`config.mk`:
```
export PLATFORM = sky130hd
export DESIGN_NAME = phy_rx_sync_ctrl
export DESIGN_NICKNAME = d
export VERILOG_FILES = /design/src/rtl/phy_rx_sync_ctrl.sv
export SDC_FILE = /design/constraint.sdc
export NUM_CORES = 1
export LEC_CHECK = 0
export ABC_AREA = 1
export BUFFER_PORTS_ARGS = -buffer_cell sky130_fd_sc_hd__buf_2
export CORE_MARGIN = 1
export CORE_UTILIZATION = 58
export CTS_CLUSTER_DIAMETER = 60
export DETAILED_ROUTE_END_ITERATION = 8
export PLACE_DENSITY = 0.89
export SYNTH_ARGS = -nofsm -noshare
export SYNTH_HDL_FRONTEND = slang
export SYNTH_SLANG_ARGS = --single-unit
```
`constraint.sdc`:
```
create_clock -name clk_8f -period 1.9 [get_ports clk_8f]
set_input_delay 0.285 -clock clk_8f [delete_from_list [all_inputs] [get_ports clk_8f]]
set_output_delay 0.285 -clock clk_8f [all_outputs]
set_load 0.02 [all_outputs]
```
`src/rtl/phy_rx_sync_ctrl.sv`:
```
// Two-lane receive synchronizer in the clk_8f bit domain: per-lane MSB-first
// deserialization, comma search, byte alignment, lock sequencing and byte output.

module phy_rx_sync_lane #(
  parameter logic [7:0]  COMMA   = 8'hBC,
  parameter int unsigned BC_LOCK = 4
) (
  input  logic       clk_8f,
  input  logic       reset,
  input  logic       enable,
  input  logic       in_bit,
  output logic [7:0] data_out,
  output logic       valid_out,
  output logic       sync,
  output logic       sync_nxt_c
);

  localparam int unsigned BYTE_W = 8;
  localparam int unsigned BIT_W  = 3;
  localparam int unsigned CNT_W  = 4;
  localparam int unsigned SHR_W  = BYTE_W - 1;
  localparam logic [CNT_W-1:0] LOCK_CNT = CNT_W'(BC_LOCK);
  localparam logic [BIT_W-1:0] LAST_BIT = BIT_W'(BYTE_W - 1);

  typedef enum logic [1:0] {
    ST_SEARCH = 2'd0,
    ST_ALIGN  = 2'd1,
    ST_ACTIVE = 2'd2
  } state_t;

  state_t              state, state_nxt;
  // Only the low seven bits of the previous window are ever observed, so the
  // shift register keeps just those; the window supplies the eighth bit live.
  logic [SHR_W-1:0]    shreg, shreg_nxt;
  logic [BIT_W-1:0]    bit_cnt, bit_cnt_nxt;
  logic [CNT_W-1:0]    bc_cnt, bc_cnt_nxt;
  logic [BYTE_W-1:0]   data_nxt;
  logic                valid_nxt;

  logic [BYTE_W-1:0]   win_c;
  logic                comma_c;
  logic                boundary_c;
  logic [CNT_W-1:0]    bc_inc_c;

  assign win_c      = {shreg, in_bit};
  assign comma_c    = (win_c == COMMA);
  assign boundary_c = (state != ST_SEARCH) && (bit_cnt == LAST_BIT);
  assign bc_inc_c   = bc_cnt + CNT_W'(1);
  assign sync_nxt_c = (state_nxt == ST_ACTIVE);

  // State and datapath registers
  always_ff @(posedge clk_8f or posedge reset) begin
    if (reset) begin
      state     <= ST_SEARCH;
      shreg     <= '0;
      bit_cnt   <= '0;
      bc_cnt    <= '0;
      data_out  <= '0;
      valid_out <= 1'b0;
      sync      <= 1'b0;
    end else begin
      state     <= state_nxt;
      shreg     <= shreg_nxt;
      bit_cnt   <= bit_cnt_nxt;
      bc_cnt    <= bc_cnt_nxt;
      data_out  <= data_nxt;
      valid_out <= valid_nxt;
      sync      <= sync_nxt_c;
    end
  end

  // Next-state: comma search, alignment counting, byte capture
  always_comb begin
    state_nxt   = state;
    shreg_nxt   = shreg;
    bit_cnt_nxt = bit_cnt;
    bc_cnt_nxt  = bc_cnt;
    data_nxt    = data_out;
    valid_nxt   = valid_out;

    if (!enable) begin
      // A boundary landing on this edge is dropped along with the lock.
      state_nxt   = ST_SEARCH;
      bit_cnt_nxt = '0;
      bc_cnt_nxt  = '0;
      valid_nxt   = 1'b0;
    end else begin
      shreg_nxt = win_c[SHR_W-1:0];
      if (state != ST_SEARCH) begin
        bit_cnt_nxt = bit_cnt + BIT_W'(1);
      end
      case (state)
        ST_SEARCH: begin
          valid_nxt = 1'b0;
          if (comma_c) begin
            bit_cnt_nxt = '0;
            bc_cnt_nxt  = CNT_W'(1);
            state_nxt   = ST_ALIGN;
          end
        end
        ST_ALIGN: begin
          valid_nxt = 1'b0;
          if (boundary_c) begin
            if (comma_c) begin
              bc_cnt_nxt = bc_inc_c;
              if (bc_inc_c == LOCK_CNT) begin
                state_nxt = ST_ACTIVE;
              end
            end else begin
              bc_cnt_nxt = '0;
              state_nxt  = ST_SEARCH;
            end
          end
        end
        ST_ACTIVE: begin
          if (boundary_c) begin
            data_nxt  = win_c;
            valid_nxt = !comma_c;
          end
        end
        default: begin
          state_nxt = ST_SEARCH;
          valid_nxt = 1'b0;
        end
      endcase
    end
  end

endmodule

module phy_rx_sync_ctrl #(
  parameter logic [7:0]  COMMA   = 8'hBC,
  parameter int unsigned BC_LOCK = 4
) (
  input  logic       clk_8f,
  input  logic       reset,
  input  logic       enable,
  input  logic       in_0,
  input  logic       in_1,
  output logic [7:0] data_out_0,
  output logic [7:0] data_out_1,
  output logic       valid_out_0,
  output logic       valid_out_1,
  output logic       sync_0,
  output logic       sync_1,
  output logic       active
);

  logic sync_nxt_0_c;
  logic sync_nxt_1_c;

  phy_rx_sync_lane #(
    .COMMA   (COMMA),
    .BC_LOCK (BC_LOCK)
  ) u_lane_0 (
    .clk_8f     (clk_8f),
    .reset      (reset),
    .enable     (enable),
    .in_bit     (in_0),
    .data_out   (data_out_0),
    .valid_out  (valid_out_0),
    .sync       (sync_0),
    .sync_nxt_c (sync_nxt_0_c)
  );

  phy_rx_sync_lane #(
    .COMMA   (COMMA),
    .BC_LOCK (BC_LOCK)
  ) u_lane_1 (
    .clk_8f     (clk_8f),
    .reset      (reset),
    .enable     (enable),
    .in_bit     (in_1),
    .data_out   (data_out_1),
    .valid_out  (valid_out_1),
    .sync       (sync_1),
    .sync_nxt_c (sync_nxt_1_c)
  );

  // Registered from the lanes' next state so it tracks sync_0 & sync_1 exactly
  always_ff @(posedge clk_8f or posedge reset) begin
    if (reset) begin
      active <= 1'b0;
    end else begin
      active <= sync_nxt_0_c & sync_nxt_1_c;
    end
  end

endmodule

```
==> results of run 1 <==
[cells in the mapped netlist, drive strengths merged (2+ instances only)]
library cell,instances,area (um^2)
dfrtp,53,1326
clkbuf,3,11.26
nand3,14,75.07
nor2,28,120.1
nand2,78,305.3
nand4,3,18.77
a21oi,7,35.03
o211ai,2,15.01
ha,8,100.1
o21ai,40,256.5
inv,44,165.2
buf,3,33.78
nor3,3,26.28
[cell families (layout without fill, tap and decap cells)]
| group | Yosys count | after routing | synth area share (%) |
|---|---|---|---|
| simple gates | 126 | 126 | 21.66 |
| buf+inv | 50 | 81 | 8.345 |
| fa+ha+maj | 8 | 8 | 3.974 |
| mux | 1 | 1 | 0.5960 |
| compound gates | 50 | 50 | 12.42 |
| xor+xnor | 1 | 1 | 0.3478 |
| flops | 53 | 53 | 52.66 |
[repair_timing]
item | CTS | global route
hold endpoints to repair | 19 | 0
buffers inserted | 0 | 0
hold buffers | 1 | 0
[flip-flops by register name, indices dropped and copies added, names as in the netlist]
register,flops
u_lane_0.data_out,8
u_lane_1.data_out,8
u_lane_0.shreg,7
u_lane_1.shreg,7
u_lane_0.bc_cnt,4
u_lane_1.bc_cnt,4
u_lane_0.bit_cnt,3
u_lane_1.bit_cnt,3
u_lane_0.state,2
u_lane_1.state,2
active,1
u_lane_0.sync,1
u_lane_0.valid_out,1
u_lane_1.sync,1
u_lane_1.valid_out,1
[metal layers]
metal	GRT usage, %	vias up	wire (um)
met5	0	-	0
met4	7.031	0	55
met3	5.500	6	151
met2	34.16	31	2041
met1	28.60	890	2029
li1	-	977	-
[worst max path at each step]
stage                             start                    to  cells past startpoint
finish              u_lane_0.bit_cnt[0]  u_lane_0.data_out[0]                      4
global route        u_lane_0.bit_cnt[0]                active                      8
CTS                 u_lane_0.bit_cnt[0]  u_lane_0.data_out[0]                      4
detailed placement  u_lane_0.bit_cnt[0]  u_lane_0.data_out[0]                      4
global placement    u_lane_0.bit_cnt[0]  u_lane_0.data_out[0]                      4
floorplan                         reset                active                      1
[tightest hold or removal path: cells and delay by family]
kind                   cells  cell delay [ns]
buffers and inverters      1             0.09
AND/OR/NAND/NOR            1             0.05
AO/OA/AOI/OAI              1             0.06
[where the power goes]
| group | total, W | switching (W) | leakage, nW | internal [W] |
|---|---|---|---|---|
| logic | 0.000138 | 0.0000984 | 0.752 | 0.0000399 |
| registers | 0.00120 | 0.0000334 | 0.721 | 0.00117 |
| clock network | 0.000786 | 0.000356 | 0.0585 | 0.000430 |
| total | 0.00213 | 0.000488 | 1.53 | 0.00164 |
[layout make-up]
class / count / area (um^2)
multi-input cells: 186 / 982.2
clock buffers: 7 / 86.33
fillers: 322 / 1264
repair buffers: 29 / 170.2
well taps: 50 / 62.56
flip-flops and latches: 53 / 1326
inverters: 44 / 165.2
clock inverters: 1 / 30.03
[through the flow]
stage	instances	setup WS (ns)	utilization, %	hold slack (ns)	cell area, um^2
after floorplan	289	0.3288	-	0.4060	2519
after global placement	361	0.4606	65.98	0.3090	2696
after detailed placement	361	0.4339	65.98	0.3154	2696
after CTS	370	0.4202	69.08	0.2057	2823
after global routing	370	0.2363	69.08	0.2282	2823
final	370	0.4245	69.08	0.2039	2823
==> impl_metrics.csv, run 1 <==
group,metric,value,unit
critical_path,critPathBufInv,0,
finish,layout_common_cells,"75 x nand2_1, 53 x dfrtp_1, 42 x inv_1, 25 x buf_2, 22 x nor2_1",
outcome,status,"complete, no violations",
yosys,postSynth.asyncResetShare,100.0,%
critical_path,worstPathCellList,"ha_1 > ha_1 > nand2_4 > mux2_4",
yosys,synthCells,289,
sta,tns,0,ns
finish,layout-drive-gt1-share,20.00,%
placement,portBuffers,25,
sta,finalSetupViolCount,0,
drt,wl,4277,um
global_route,grt_max_degree,35,
worst_hold_path,hp-class,"input port to flip-flop",
drt,viasPerCell,5.146,
global_route,grt-ovfl-total,0,
finish,final_common_cell,"nand2_1",
finish,n_antenna_cell,0,
sta,post-route-period-util,77.66,%
sta,finClkSkew,0.007436,ns
power_and_ir_drop,vdd_ir_drop_max,679.5,uV
floorplanning,start_util,61.64,%
yosys,seq_area_frac_synth,52.66,%
global_route,grt_pass1_wl,7245,um
clock_network,root_buffer,"clkbuf_8",
drt,drtAntennaViolNets,0,
drt,dr.pass1.iters,4,
critical_path,reg2reg_slack,0.42,ns
critical_path,r2r-end,"u_lane_0.data_out[0]",
yosys,syn-num-nets,302,
run,maxCapViolations,0,
clock_network,cts_htree_levels,2,
critical_path,endpoint_kind,"flip-flop",
sta,finalMaxSlewViolations,0,
yosys,yosysUniqueCellTypes,24,
clock_network,cts_resized,0,
critical_path,slowest_stage,"dfrtp_1",
critical_path,slowest_delay,0.40,ns
critical_path,cp_common_cell,"ha_1",
power_and_ir_drop,power.density,753.5,nW/um^2
clock_network,clock_path_buffers,2,
floorplanning,die_w,67.90,um
power_and_ir_drop,power,0.002127,W
drt,first_iter_violations,232,
sta,rsz0062_at_grt,"no",
sta,worst_pin_slew,0.4354,ns
placement,hpwlAfterDp,3124,um
clock_network,insertion_delay,0.31,ns
clock_network,cts_tree,"yes",
yosys,synth_seq_cells,53,
critical_path,critPathLaunchType,"flip-flop",
critical_path,crit_arrival,1.67,ns
critical_path,critPathMaxFanout,15,
yosys,yosysWarnings,0,
drt,via_count,1904,
critical_path,critPathTopFamily,"adder cells",
sta,clock.fmax,677.7,MHz
floorplanning,num_io_pins,26,
sta,relSlewSlack,70.93,%
sta,final-hold-violation-count,0,
critical_path,r2r_start,"u_lane_0.bit_cnt[0]",
critical_path,crit_type,"flip-flop to flip-flop",
yosys,avgSynthCellArea,8.715,um^2
global_route,grt_use_total,21.41,%
finish,area_growth_syn_to_layout,12.07,%
clock_network,cts.sinks,53,
floorplanning,die_y,67.90,um
sta,post-route-min-period,1.475,ns
global_route,antenna_found_initial,0,
yosys,ys.flop_type,"dfrtp_1",
global_route,grt_pass1_vias,1701,
drt,drc,0,
floorplanning,num_rows,23,
yosys,netlist_area,2519,um^2
worst_hold_path,hold_path_end,"u_lane_1.shreg[0]",
yosys,synth_edf_count,0,
clock_network,numCtsBuffers,5,
floorplanning,dieArea,4610,um^2
critical_path,reg2reg_depth,4,
worst_hold_path,hold_start,"in_1",
critical_path,worstPathRequired,2.10,ns
floorplanning,core_area,4086,um^2
worst_hold_path,holdPathStages,3,
power_and_ir_drop,leakage,1.531,nW
finish,final_nets,332,
placement,routabilityCongestion,0.7991,
drt,routedWlPerCell,11.56,um
clock_network,clk_pin_slew,0.09,ns
(Power assumes the default switching activity.)
==> run 2: changes to the inputs <==
--- a/config.mk
+++ b/config.mk
@@ -8,10 +8,10 @@
 export ABC_AREA = 1
 export BUFFER_PORTS_ARGS = -buffer_cell sky130_fd_sc_hd__buf_2
 export CORE_MARGIN = 1
-export CORE_UTILIZATION = 58
+export CORE_UTILIZATION = 52
 export CTS_CLUSTER_DIAMETER = 60
 export DETAILED_ROUTE_END_ITERATION = 8
-export PLACE_DENSITY = 0.89
+export PLACE_DENSITY = 0.85
 export SYNTH_ARGS = -nofsm -noshare
 export SYNTH_HDL_FRONTEND = slang
 export SYNTH_SLANG_ARGS = --single-unit
==> constraint.sdc (replaced) <==
create_clock -name clk_8f -period 1.27 [get_ports clk_8f]
set_input_delay 0.1905 -clock clk_8f [delete_from_list [all_inputs] [get_ports clk_8f]]
set_output_delay 0.1905 -clock clk_8f [all_outputs]
set_load 0.02 [all_outputs]
==> run 2 against run 1 <==
Total power increased by 53%. Wire length increased by 37%. Register-to-register slack got worse by 0.55 ns. Final cell count increased by 7.8%. The run now ends with setup timing left. Critical endpoint is now u_lane_0.state[1]. First-iteration DRC count decreased by 22%. Clock skew increased by 0.00095 ns. Largest power group unchanged. Worst setup slack got worse by 0.55 ns. Critical path depth increased by 4. Global-route usage increased by 0.47 points.
==> impl_metrics.csv, run 2 (synthesis gave the netlist of run 1 again) <==
group,metric,value,unit
critical_path,critPathMaxFanout,4,
power_and_ir_drop,power,0.003251,W
critical_path,critPathTopFamily,"flip-flops",
critical_path,slowest_delay,0.43,ns
critical_path,worstPathCellList,"buf_4 > ha_1 > inv_1 > nor2_1 > nand2_1 > nor2_2 > nor2_2 > inv_1",
drt,viasPerCell,5.248,
clock_network,numCtsBuffers,5,
run,maxCapViolations,0,
global_route,antenna_found_initial,0,
power_and_ir_drop,power.density,989.8,nW/um^2
power_and_ir_drop,vdd_ir_drop_max,977.1,uV
placement,hpwlAfterDp,3319,um
placement,dp.cells,380,
finish,n_antenna_cell,0,
finish,final_common_cell,"nand2_1",
critical_path,critPathBufInv,3,
floorplanning,start_util,55.92,%
floorplanning,die_y,71.60,um
critical_path,slowest_stage,"dfrtp_1",
placement,portBuffers,25,
finish,layout_common_cells,"61 x nand2_1, 51 x dfrtp_1, 37 x inv_1, 25 x buf_2, 25 x buf_4",
sta,finalSetupViolCount,20,
sta,post-route-min-period,1.394,ns
global_route,grt_max_degree,54,
clock_network,clk_pin_slew,0.10,ns
drt,drtAntennaViolNets,0,
drt,via_count,2094,
power_and_ir_drop,leakage,1.685,nW
clock_network,root_buffer,"clkbuf_8",
sta,finClkSkew,0.008390,ns
placement,routabilityCongestion,0.8544,
critical_path,crit_type,"flip-flop to flip-flop",
drt,first_iter_violations,182,
critical_path,worstPathRequired,1.48,ns
drt,routedWlPerCell,14.67,um
floorplanning,core_area,4504,um^2
global_route,grt-ovfl-total,0,
sta,final-hold-violation-count,0,
critical_path,critPathLaunchType,"flip-flop",
finish,final_nets,359,
finish,layout-drive-gt1-share,39.48,%
sta,worst_pin_slew,0.3014,ns
sta,setup_ws,-0.1237,ns
clock_network,cts_htree_levels,2,
finish,stdcell_count,399,
floorplanning,dieArea,5126,um^2
outcome,status,"finished with violations",
critical_path,crit_arrival,1.60,ns
sta,relSlewSlack,79.91,%
sta,hold_ws,0.1100,ns
clock_network,cts_tree,"yes",
worst_hold_path,hp-class,"input port to flip-flop",
floorplanning,num_rows,24,
outcome,violations,"setup timing",
finish,reg_top3,"u_lane_0.data_out: 8 flops, u_lane_1.data_out: 8 flops",
floorplanning,num_io_pins,26,
sta,rsz0062_at_grt,"yes",
drt,drc,0,
critical_path,endpoint_kind,"flip-flop",
global_route,grt_use_total,21.88,%
sta,clock.fmax,717.5,MHz
global_route,grt_pass1_vias,2036,
global_route,grt_pass1_wl,8783,um
finish,design_area,3284,um^2
finish,area_growth_syn_to_layout,30.40,%
clock_network,cts.sinks,53,
clock_network,insertion_delay,0.31,ns
clock_network,clock_path_buffers,2,
sta,finalMaxSlewViolations,0,
drt,dr.pass1.iters,4,
placement,placed_area,2860,um^2
drt,wl,5852,um
floorplanning,die_w,71.60,um
sta,post-route-period-util,109.7,%
run 2: cell count changes in the layout (fill, tap and decap cells not counted), moves of 5 or more:
| cell | previous run | this run |
|---|---|---|
| nor2_1 | 22 | 12 |
| nand2_2 | 2 | 16 |
| buf_4 | 2 | 25 |
| inv_1 | 42 | 37 |
| nand2_1 | 75 | 61 |
| nor2_4 | 0 | 10 |
| ha_1 | 8 | 2 |
run 2: cell type report:
type / count / area [um^2]
clock inverters: 1 / 30.03
repair buffers: 56 / 419.2
inverters: 44 / 171.4
well taps: 52 / 65.06
fillers: 283 / 1220
clock buffers: 7 / 86.33
flip-flops and latches: 53 / 1329
multi-input cells: 186 / 1184
run 2: worst paths after layout:
| path | startpoint | end | slack [ns] | depth (start not counted) |
|---|---|---|---|---|
| max | u_lane_0.bc_cnt[0] | u_lane_0.state[1] | -0.12 | 8 |
| min | in_1 | u_lane_1.shreg[0] | 0.11 | 3 |
| max reg2reg | u_lane_0.bc_cnt[0] | u_lane_0.state[1] | -0.12 | 8 |
| min reg2reg | u_lane_1.data_out[1] | u_lane_1.data_out[1] | 0.48 | 2 |
| max in group asynchronous | reset | u_lane_1.state[1] | 0.54 | 4 |
| min in group asynchronous | reset | u_lane_1.state[0] | 0.50 | 4 |
run 2: metal layers:
metal | track usage [%] | vias to the layer above | part of all wire [%]
met1 | 27.03 | 999 | 41
li1 | - | 1021 | -
met5 | 0 | - | 0
met4 | 7.843 | 0 | 2.7
met3 | 4.923 | 15 | 4.3
met2 | 37.99 | 59 | 52
run 2: report_power, final:
group          leakage [nW]  internal, W  switching (W)  total [W]
combinational         0.909    0.0000946       0.000179   0.000274
sequential            0.717      0.00175      0.0000450    0.00179
clock                0.0585     0.000643       0.000540    0.00118
run 2: repair_timing:
action	CTS	global route
buffers inserted	2	7
hold endpoints to repair	53	0
gates cloned	0	1
resized for setup	18	44
pin swaps	13	12
hold buffers	1	0
setup endpoints to repair	25	36
run 2: tightest hold or removal path: stages:
cell and delay (ns):
buf_2 0.09, nand2_1 0.04, o21ai_0 0.06
run 2: stage by stage:
step | util, % | TNS [ns] | setup slack [ns]
4_1_cts | 67.83 | -0.2950 | -0.05198
5_1_grt | 72.92 | -2.852 | -0.1749
3_5_place_dp | 63.50 | -0.7927 | -0.1039
3_3_place_gp | 63.50 | -0.08812 | -0.03311
6_report | 72.92 | -1.304 | -0.1237
2_1_floorplan | - | 0 | 0.001079
